[config.mk]
export PLATFORM = sky130hd
export DESIGN_NAME = parity_check_rx
export DESIGN_NICKNAME = d
export VERILOG_FILES = /design/src/rtl/parity_check_rx.sv
export SDC_FILE = /design/constraint.sdc
export NUM_CORES = 1
export LEC_CHECK = 0
export CORE_MARGIN = 1
export CORE_UTILIZATION = 53
export DETAILED_ROUTE_END_ITERATION = 6
export GPL_TIMING_DRIVEN = 0
export PLACE_DENSITY = 0.82
export SYNTH_ARGS = -nofsm -noshare
export SYNTH_HDL_FRONTEND = slang
export SYNTH_SLANG_ARGS = --single-unit
[constraint.sdc]
create_clock -name clk -period 4.2 [get_ports clk]
set_input_delay 0.84 -clock clk [delete_from_list [all_inputs] [get_ports clk]]
set_output_delay 0.84 -clock clk [all_outputs]
set_load 0.05 [all_outputs]
[src/rtl/parity_check_rx.sv]
// Serial frame receiver: deserialises DATA_W data bits (MSB first) plus one parity bit,
// checks even/odd parity, and keeps a saturating count of frames that failed the check.
module parity_check_rx #(
    parameter int DATA_W  = 3,
    parameter bit ODD_PAR = 1'b0,
    parameter int CNT_W   = 8
) (
    input  logic              clk,
    input  logic              rst,
    input  logic              bit_in,
    input  logic              bit_valid,
    input  logic              frame_abort,
    input  logic              err_clr,
    output logic [DATA_W-1:0] data_out,
    output logic              frame_done,
    output logic              par_err,
    output logic [CNT_W-1:0]  err_cnt,
    output logic              busy
);

    localparam int                  CNT_BITS  = $clog2(DATA_W + 1);
    localparam logic [CNT_BITS-1:0] LAST_DATA = CNT_BITS'(DATA_W - 1);

    typedef enum logic [1:0] {
        IDLE,
        DATA,
        PAR
    } state_t;

    state_t              state;
    state_t              state_next;
    logic [DATA_W-1:0]   shift_q;
    logic [DATA_W-1:0]   shift_next;
    logic [CNT_BITS-1:0] cnt_q;
    logic                xor_q;
    logic                total;
    logic                frame_bad;
    logic                frame_end;

    assign shift_next = (shift_q << 1) | DATA_W'(bit_in);
    assign total      = xor_q ^ bit_in;
    assign frame_bad  = total ^ ODD_PAR;
    assign frame_end  = (state == PAR) && bit_valid && !frame_abort;

    // NOTE: sequential state uses non-blocking assignments so every register samples pre-edge values.
    always_ff @(posedge clk) begin
        if (rst) begin
            state <= IDLE;
        end else begin
            state <= state_next;
        end
    end

    // NOTE: defaulting state_next before the case keeps this purely combinational (no latch).
    always_comb begin
        state_next = state;
        if (frame_abort) begin
            state_next = IDLE;
        end else if (bit_valid) begin
            case (state)
                IDLE:    state_next = (DATA_W == 1) ? PAR : DATA;
                DATA:    state_next = (cnt_q == LAST_DATA) ? PAR : DATA;
                PAR:     state_next = IDLE;
                default: state_next = IDLE;
            endcase
        end
    end

    always_comb begin
        busy = (state != IDLE);
    end

    // Abort clears only the in-flight frame; delivered results stay visible.
    always_ff @(posedge clk) begin
        if (rst) begin
            shift_q    <= '0;
            cnt_q      <= '0;
            xor_q      <= 1'b0;
            data_out   <= '0;
            frame_done <= 1'b0;
            par_err    <= 1'b0;
        end else begin
            frame_done <= 1'b0;
            if (frame_abort) begin
                cnt_q <= '0;
                xor_q <= 1'b0;
            end else if (bit_valid) begin
                case (state)
                    IDLE: begin
                        shift_q <= shift_next;
                        xor_q   <= bit_in;
                        cnt_q   <= CNT_BITS'(1);
                    end
                    DATA: begin
                        shift_q <= shift_next;
                        xor_q   <= xor_q ^ bit_in;
                        cnt_q   <= cnt_q + CNT_BITS'(1);
                    end
                    PAR: begin
                        data_out   <= shift_q;
                        par_err    <= frame_bad;
                        frame_done <= 1'b1;
                        cnt_q      <= '0;
                        xor_q      <= 1'b0;
                    end
                    default: ;
                endcase
            end
        end
    end

    // Clear wins over a same-cycle increment.
    always_ff @(posedge clk) begin
        if (rst || err_clr) begin
            err_cnt <= '0;
        end else if (frame_end && frame_bad && !(&err_cnt)) begin
            err_cnt <= err_cnt + CNT_W'(1);
        end
    end

endmodule

# Word-level counts from Yosys, hierarchy flattened
# Index checks and enable logic that the tools add are counted.
# totals
out_inout_bits	14
input_bits	6
regBits	21
# classes
n_addsub	2
n_reduce_logical	17
n_eq_ne	3
muxes	5
n_bitwise	4
# op_table
operator	count
$add A8 B1 Y8 const B	1
$reduce_and A8 Y1	1
$pmux W2 S3	1
$reduce_and A3 Y1	2
$eq A2 B2 Y1 const B	2
$logic_and A1 B1 Y1	4
$pmux W2 S2	1
$reduce_or A2 Y1	2
$or A3 B1 Y3	1
$pmux W1 S3	1
$reduce_bool A3 Y1	1
$reduce_or A3 Y1	1
$add A2 B1 Y2 const B	1
$eq A2 B1 Y1 const B	1
$logic_not A1 Y1	2
$logic_not A2 Y1	1
$mux W2	1
$not A1 Y1	2
$reduce_and A2 Y1	1
$reduce_bool A2 Y1	1
$logic_or A1 B1 Y1	1
$mux W1	1
$xor A1 B1 Y1	1

# Longest topological paths before layout
# Gate-level depths: netlist of the first run.
# logic_depth
ltp_word	5
depth_mapped	7

# Least setup slack after synthesis of the first run
# OpenSTA, ideal clock, no wires.
# synth_timing
kind	input -> register
from	input port frame_abort
to	register err_cnt[4]
setup_time_ns	0.070
setup_slack_ns	2.370
stages	5
t_arrival_ns	1.760
cell_sequence	and3b_2 -> buf_6 -> o211ai_2 -> or3_1 -> a21oi_1
# synth_between
elab_chain_len	4
# synth_rtl
item	line	text
start, declared	12	input logic frame_abort,
$logic_not A1 Y1	43	assign frame_end = (state == PAR) && bit_valid && !frame_abort;
$logic_and A1 B1 Y1	43	
$logic_and A1 B1 Y1 (2 in series)	116	end else if (frame_end && frame_bad && !(&err_cnt)) begin
end signal, assigned	117	err_cnt <= err_cnt + CNT_W'(1);
end, declared	17	output logic [CNT_W-1:0] err_cnt,
# No other way between the ends.
# A chain may end at the register's enable or synchronous reset.

# Worst setup path in the final report of the first run
# layout_timing
from	register state[0]
to	output port busy
# layout_between
elab_chain_len	1
# layout_rtl
item	line	text
start, declared	30	state_t state;
start signal, assigned	50	state <= state_next;
$reduce_bool A2 Y1	70	busy = (state != IDLE);
end, declared	18	output logic busy
# No other way between the ends.

==> metrics.md, run 1 <==
| Metric | Value |
|---|---|
| Clock latency at the later pin of the worst-skew pair | `roughly 0.31 ns` |
| Synth cell types | `32` |
| Post-Syn Area | `approximately 1000 µm²` |
| Dominant synthesized flop cell | `dfxtp_1` |
| Layout cells sized above 1 | `6.67%` |
| Hold WC Path Type | `reg -> reg` |
| Max-cap viol count | `0` |
| Final Hold Vio Count | `0` |
| Cells on Worst Hold Path | `2` |
| Clock-pin slew on the worst setup and hold paths | `approximately 0.13 ns` |
| Vias | `about 870` |
| Most frequent cells in the layout | `dfxtp_1 (21), clkdlybuf4s50_1 (19), nor2_1 (13), nand2_1 (10)` |
| Crit path max fanout | `5` |
| N_diodes | `0` |
| Final slew viol count | `0` |
| Register area share after synthesis | `41.9%` |
| Fin crit share | `between 60% and 70%` |
| Gr usage total | `22.0%` |
| VDD IR max | `approximately 0.27 mV` |
| Num CTS Buffers | `3` |
| Worst-Margin Slew | `~0.5 ns` |
| TNS Setup | `0 ns` |
| Max-slew headroom | `66.8%` |
| Commonest non-fill, non-tap cell in the layout | `dfxtp_1` |
| Die width | `45.5 µm` |
| Critical path type | `reg -> out` |
| Antenna Nets Post-Route | `0` |
| Fin Hold WS | `0.470 ns` |
| Clock Skews | `between 0.007 and 0.008 ns` |
| Critical Path AT | `between 1.5 and 2 ns` |
| Initial DRC count | `12` |
| Hold Buf Count CTS | `0` |
| Ys async rst share | `0%` |
| Peak Freq | `~360 MHz` |
| DP HPWL | `about 1500 µm` |
| CP endpoint kind | `output pin` |
| Pwr dens | `about 260 nW/µm²` |
| Count of buffers from port buffering | `19` |
| Status | `complete, no violations` |
| Post-CTS sizing | `0` |
| Depth of the CTS H-tree | `1` |
| WP data required | `approximately 3.4 ns` |
| Routability congestion estimate | `slightly above 0.8` |
| First-pass GRT wire length | `about 3300 µm` |
| Drt first pass iters | `4` |
| Die area | `~2100 µm²` |
| Vias per cell | `5.45` |
| Lkg Pwr | `0.450 nW` |
| Yosys reg bits | `21` |
| Max Root-Sink Buffers | `2` |
| Final WL | `~1900 µm` |
| Final setup violating endpoints | `0` |
| Total grt overflow | `0` |
| Final min period | `approximately 2.8 ns` |
| RSZ-0062 raised after global routing | `false` |
| FF-to-FF path depth | `7` |
| Initial antenna violation count | `0` |
| Die H | `45.5 µm` |
| Area Overhead vs Synth | `25.1%` |
| Number of global-route vias before repair | `a little under 800` |
| Yosys warning count | `0` |
| Synthesized Nets | `~130` |
| CTS tree | `yes` |
| Effective utilization at floorplan | `a little under three fifths` |
| Mapped Cells | `112` |
| Std cell rows | `15` |
| Largest net degree at the start of global routing | `14` |
| Root Buffer | `clkbuf_4` |
| Clk sink count | `21` |
| Top Ports | `20` |
| Startpoint Class | `flop` |
| # DRC | `0` |
| Post-synth EDFFs | `0` |
| WL/cell | `roughly 12 µm` |
| Synthesized area per cell | `roughly 9 µm²` |
| Final #Nets | `between 100 and 150` |
| Core ar. | `about 1700 µm²` |
| Setup repair bufs after CTS | `0` |
==> synthesized netlist by cell type (all sizes together) (4+ instances only) <==
master,instances,area (µm²)
nand3,4,20.0
nor2,13,48.8
a21oi,6,30.0
xor2,4,42.6
ha,7,87.6
dfxtp,21,420
nand2,10,37.5
inv,5,18.8
o21ai,7,35.0
mux2i,5,50.1
==> cells by family (layout without fill, tap and decap cells) <==
| kind of cell | after synthesis | in the layout | share of synthesized area (%) |
|---|---|---|---|
| xor gates and xnor gates | 5 | 5 | 5.11 |
| AOI/OAI and AO/OA | 21 | 21 | 13.1 |
| and+or+nand+nor | 45 | 45 | 22.4 |
| adders and majority gates | 7 | 7 | 8.73 |
| DFF | 21 | 21 | 41.9 |
| muxes | 5 | 5 | 4.99 |
| buffers and inverters | 8 | 31 | 3.74 |
==> stage by stage <==
step           power (mW)  cell area, µm²  instances  util (%)  setup slack [ns]
4_1_cts             0.334            1250        160      71.9              1.42
3_5_place_dp        0.234            1220        156      70.2              1.69
5_1_grt             0.344            1250        160      71.9              1.32
3_3_place_gp        0.233            1220        156      70.2              1.71
6_report            0.332            1250        160      71.9              1.42
2_1_floorplan       0.223            1000        112         -              2.37
==> sequential cells by signal (all words and copies together), names as in the netlist <==
name,count
cnt_q,2
data_out,3
err_cnt,8
frame_done,1
par_err,1
shift_q,3
state,2
xor_q,1
==> final timing paths <==
check                           start                        to  slack [ns]
min reg2reg  data_out[0]$_SDFFE_PP0P_  data_out[0]$_SDFFE_PP0P_        0.47
min          data_out[0]$_SDFFE_PP0P_  data_out[0]$_SDFFE_PP0P_        0.47
max             state[0]$_SDFFE_PP0P_                      busy        1.42
max reg2reg     state[0]$_SDFFE_PP0P_   err_cnt[5]$_SDFFE_PP0P_        2.52
==> critical path: stages (launching register included) <==
cell and delay, ns:
dfxtp_1 0.44, inv_1 0.09, ha_1 0.20, inv_1 0.09, clkdlybuf4s50_1 0.80
==> routing by layer <==
| metal | up-vias | track usage [%] | wire length, µm | share of wire, % |
|---|---|---|---|---|
| li1 | 439 | - | - | - |
| met5 | - | 0 | 0 | 0 |
| met3 | 6 | 3.57 | 55 | 2.9 |
| met1 | 410 | 27.0 | 808 | 42 |
| met2 | 17 | 36.9 | 1010 | 53 |
| met4 | 0 | 10.9 | 38 | 2.0 |
==> report_power, final <==
part,switching (mW),total (mW),internal (mW)
Combinational,0.0152,0.0267,0.0115
Sequential,0.00199,0.203,0.201
Clock,0.0661,0.102,0.0363
Total,0.0833,0.332,0.249
==> final cells by class <==
cell class                 count  area (µm²)
fill                         154         490
tap                           25        31.3
timing repair buffer          19         190
inverter                       5        18.8
clock buffer                   3        22.5
clock inverter                 1        7.51
multi-input combinational     83         546
sequential                    21         420
buffer                         3        18.8
(Power assumes the default switching activity.)
==> inputs of run 2 (changes only) <==
--- a/config.mk
+++ b/config.mk
@@ -6,10 +6,10 @@
 export NUM_CORES = 1
 export LEC_CHECK = 0
 export CORE_MARGIN = 1
-export CORE_UTILIZATION = 53
+export CORE_UTILIZATION = 44
 export DETAILED_ROUTE_END_ITERATION = 6
 export GPL_TIMING_DRIVEN = 0
-export PLACE_DENSITY = 0.82
+export PLACE_DENSITY = 0.73
 export SYNTH_ARGS = -nofsm -noshare
 export SYNTH_HDL_FRONTEND = slang
 export SYNTH_SLANG_ARGS = --single-unit
==> constraint.sdc (replaced) <==
create_clock -name clk -period 2.43 [get_ports clk]
set_input_delay 0.486 -clock clk [delete_from_list [all_inputs] [get_ports clk]]
set_output_delay 0.486 -clock clk [all_outputs]
set_load 0.05 [all_outputs]
==> metrics.md, run 2 (synthesis gave the netlist of run 1 again) <==
| Metric | Value |
|---|---|
| Initial DRC count | `15` |
| Slowest cell on the critical path | `clkdlybuf4s50_1` |
| VDD IR max | `roughly 0.43 mV` |
| Largest net degree at the start of global routing | `13` |
| Cells on Worst Hold Path | `2` |
| Peak Freq | `between 400 and 500 MHz` |
| Reg-to-Reg Start | `state[0]$_SDFFE_PP0P_` |
| Drt first pass iters | `4` |
| Num CTS Buffers | `3` |
| Antenna Nets Post-Route | `0` |
| WL/cell | `approximately 11 µm` |
| Largest Register | `err_cnt` |
| Startpoint Class | `flop` |
| Lkg Pwr | `between 0.4 and 0.5 nW` |
| Setup Slack @ Placement | `0.254 ns` |
| Gr usage total | `17.7%` |
| Die H | `between 40 and 50 µm` |
| Clock-pin slew on the worst setup and hold paths | `between 0.1 and 0.15 ns` |
| Clock latency at the later pin of the worst-skew pair | `~0.30 ns` |
| Core ar. | `between 2000 and 2500 µm²` |
| RSZ-0062 raised after global routing | `false` |
| Final setup violating endpoints | `0` |
| First-pass GRT wire length | `between 3000 and 4000 µm` |
| Sequential cell area | `~420 µm²` |
| Total Power | `0.559 mW` |
| Clock Skews | `roughly 0.00096 ns` |
| Slowest stage delay, CP | `between 0.8 and 0.9 ns` |
| Crit path max fanout | `7` |
| Slack of the critical path | `0.328 ns` |
| FF-to-FF path depth | `7` |
| Depth of the CTS H-tree | `1` |
| CTS tree | `yes` |
| Final slew viol count | `0` |
| Pwr dens | `approximately 440 nW/µm²` |
| Max Root-Sink Buffers | `2` |
| Largest register FFs | `8` |
| Critical path type | `reg -> out` |
| DP HPWL | `1440 µm` |
| Hold Crit Start | `data_out[0]$_SDFFE_PP0P_` |
| Logic depth of the worst path, buffers included | `1` |
| FILL cells | `203` |
| Fin crit share | `between 80 and 90%` |
| N_diodes | `0` |
| Hold WC Path Type | `reg -> reg` |
| Die width | `49.8 µm` |
| Crit-path cells | `clkdlybuf4s50_1` |
| WP data required | `1.94 ns` |
| Largest regs | `err_cnt: 8 flops, data_out: 3 flops, shift_q: 3 flops` |
| Top Ports | `20` |
| Reg2reg setup slack | `~0.74 ns` |
| Setup repair bufs after CTS | `0` |
| Count of buffers from port buffering | `19` |
| Max-cap viol count | `0` |
| Initial antenna violation count | `0` |
| Hold Buf Count CTS | `0` |
| Number of global-route vias before repair | `755` |
| Final WL | `around 1800 µm` |
| Critical Path AT | `~1.6 ns` |
| Top delay family on crit path | `buffers and inverters` |
| TNS Setup | `0 ns` |
| Root Buffer | `clkbuf_4` |
| Worst-Margin Slew | `around 0.5 ns` |
| Clk sink count | `21` |
| Total grt overflow | `0` |
| Post-CTS sizing | `0` |
| Most frequent cells in the layout | `dfxtp_1 (21), clkdlybuf4s50_1 (18), nor2_1 (13), nand2_1 (10)` |
| WP buf/inv | `1` |
| Layout cells sized above 1 | `6.67%` |
| Die area | `around 2500 µm²` |
| Effective utilization at floorplan | `49.1%` |
| CP endpoint kind | `output pin` |
| Final min period | `approximately 2.1 ns` |
| Area Overhead vs Synth | `25.3%` |
| Worst R2R End | `err_cnt[5]$_SDFFE_PP0P_` |
| Routability congestion estimate | `between 0.8 and 0.9` |
| Final #Nets | `between 100 and 150` |
| WHS Endpoint | `data_out[0]$_SDFFE_PP0P_` |
| Status | `complete, no violations` |
| Area of the multi-input gates | `roughly 550 µm²` |
| Std cell rows | `16` |
| Vias | `846` |
| Commonest non-fill, non-tap cell in the layout | `dfxtp_1` |
| # DRC | `0` |
| Final Hold Vio Count | `0` |
| Max-slew headroom | `between 60% and 70%` |
| Vias per cell | `approximately 5.2` |
==> run 2: cell count changes in the layout (fill, tap and decap cells not counted), sizes merged <==
cell	previous run	this run
clkdlybuf4s50	19	18
clkinvlp	1	0
clkinv	0	1
dlymetal6s2s	0	1
==> run 2: power breakdown <==
part	internal (mW)	switching [mW]	total [mW]
clock network	0.0614	0.101	0.163
logic	0.0200	0.0256	0.0455
registers	0.347	0.00307	0.351
total	0.429	0.130	0.559
==> run 2: cell type report <==
type | instances | share of cell area (%)
clock buffers | 3 | 1.79
clock inverters | 1 | 0.398
plain buffers | 3 | 1.49
multi-input cells | 83 | 43.4
well taps | 27 | 2.69
inverters | 5 | 1.49
repair buffers | 19 | 15.3
flip-flops and latches | 21 | 33.4
==> run 2: worst max path at each step <==
stage	startpoint	endpoint	slack [ns]
finish	err_cnt[2]$_SDFFE_PP0P_	err_cnt[2]	0.33
CTS	state[0]$_SDFFE_PP0P_	busy	0.02
global route	err_cnt[2]$_SDFFE_PP0P_	err_cnt[2]	0.26
global placement	bit_valid	err_cnt[5]$_SDFFE_PP0P_	0.30
detailed placement	bit_valid	err_cnt[5]$_SDFFE_PP0P_	0.25
floorplan	err_cnt[0]$_SDFFE_PP0P_	err_cnt[3]$_SDFFE_PP0P_	0.68
==> run 2: per-layer routing <==
layer  part of all wire, %  track usage [%]
met1                    48             22.8
met2                    46             27.9
met3                   5.0             5.86
met4                  0.65             5.24
met5                     0                0
==> run 2: through the flow <==
step | std cells | utilization (%) | instance area [µm²] | hold slack [ns]
finish | 162 | 61.6 | 1260 | 0.461
global route | 162 | 61.6 | 1260 | 0.482
CTS | 162 | 61.5 | 1250 | 0.463
detailed placement | 158 | 60.1 | 1230 | 0.447
global placement | 158 | 60.1 | 1230 | 0.444
floorplan | 112 | - | 1000 | 0.431
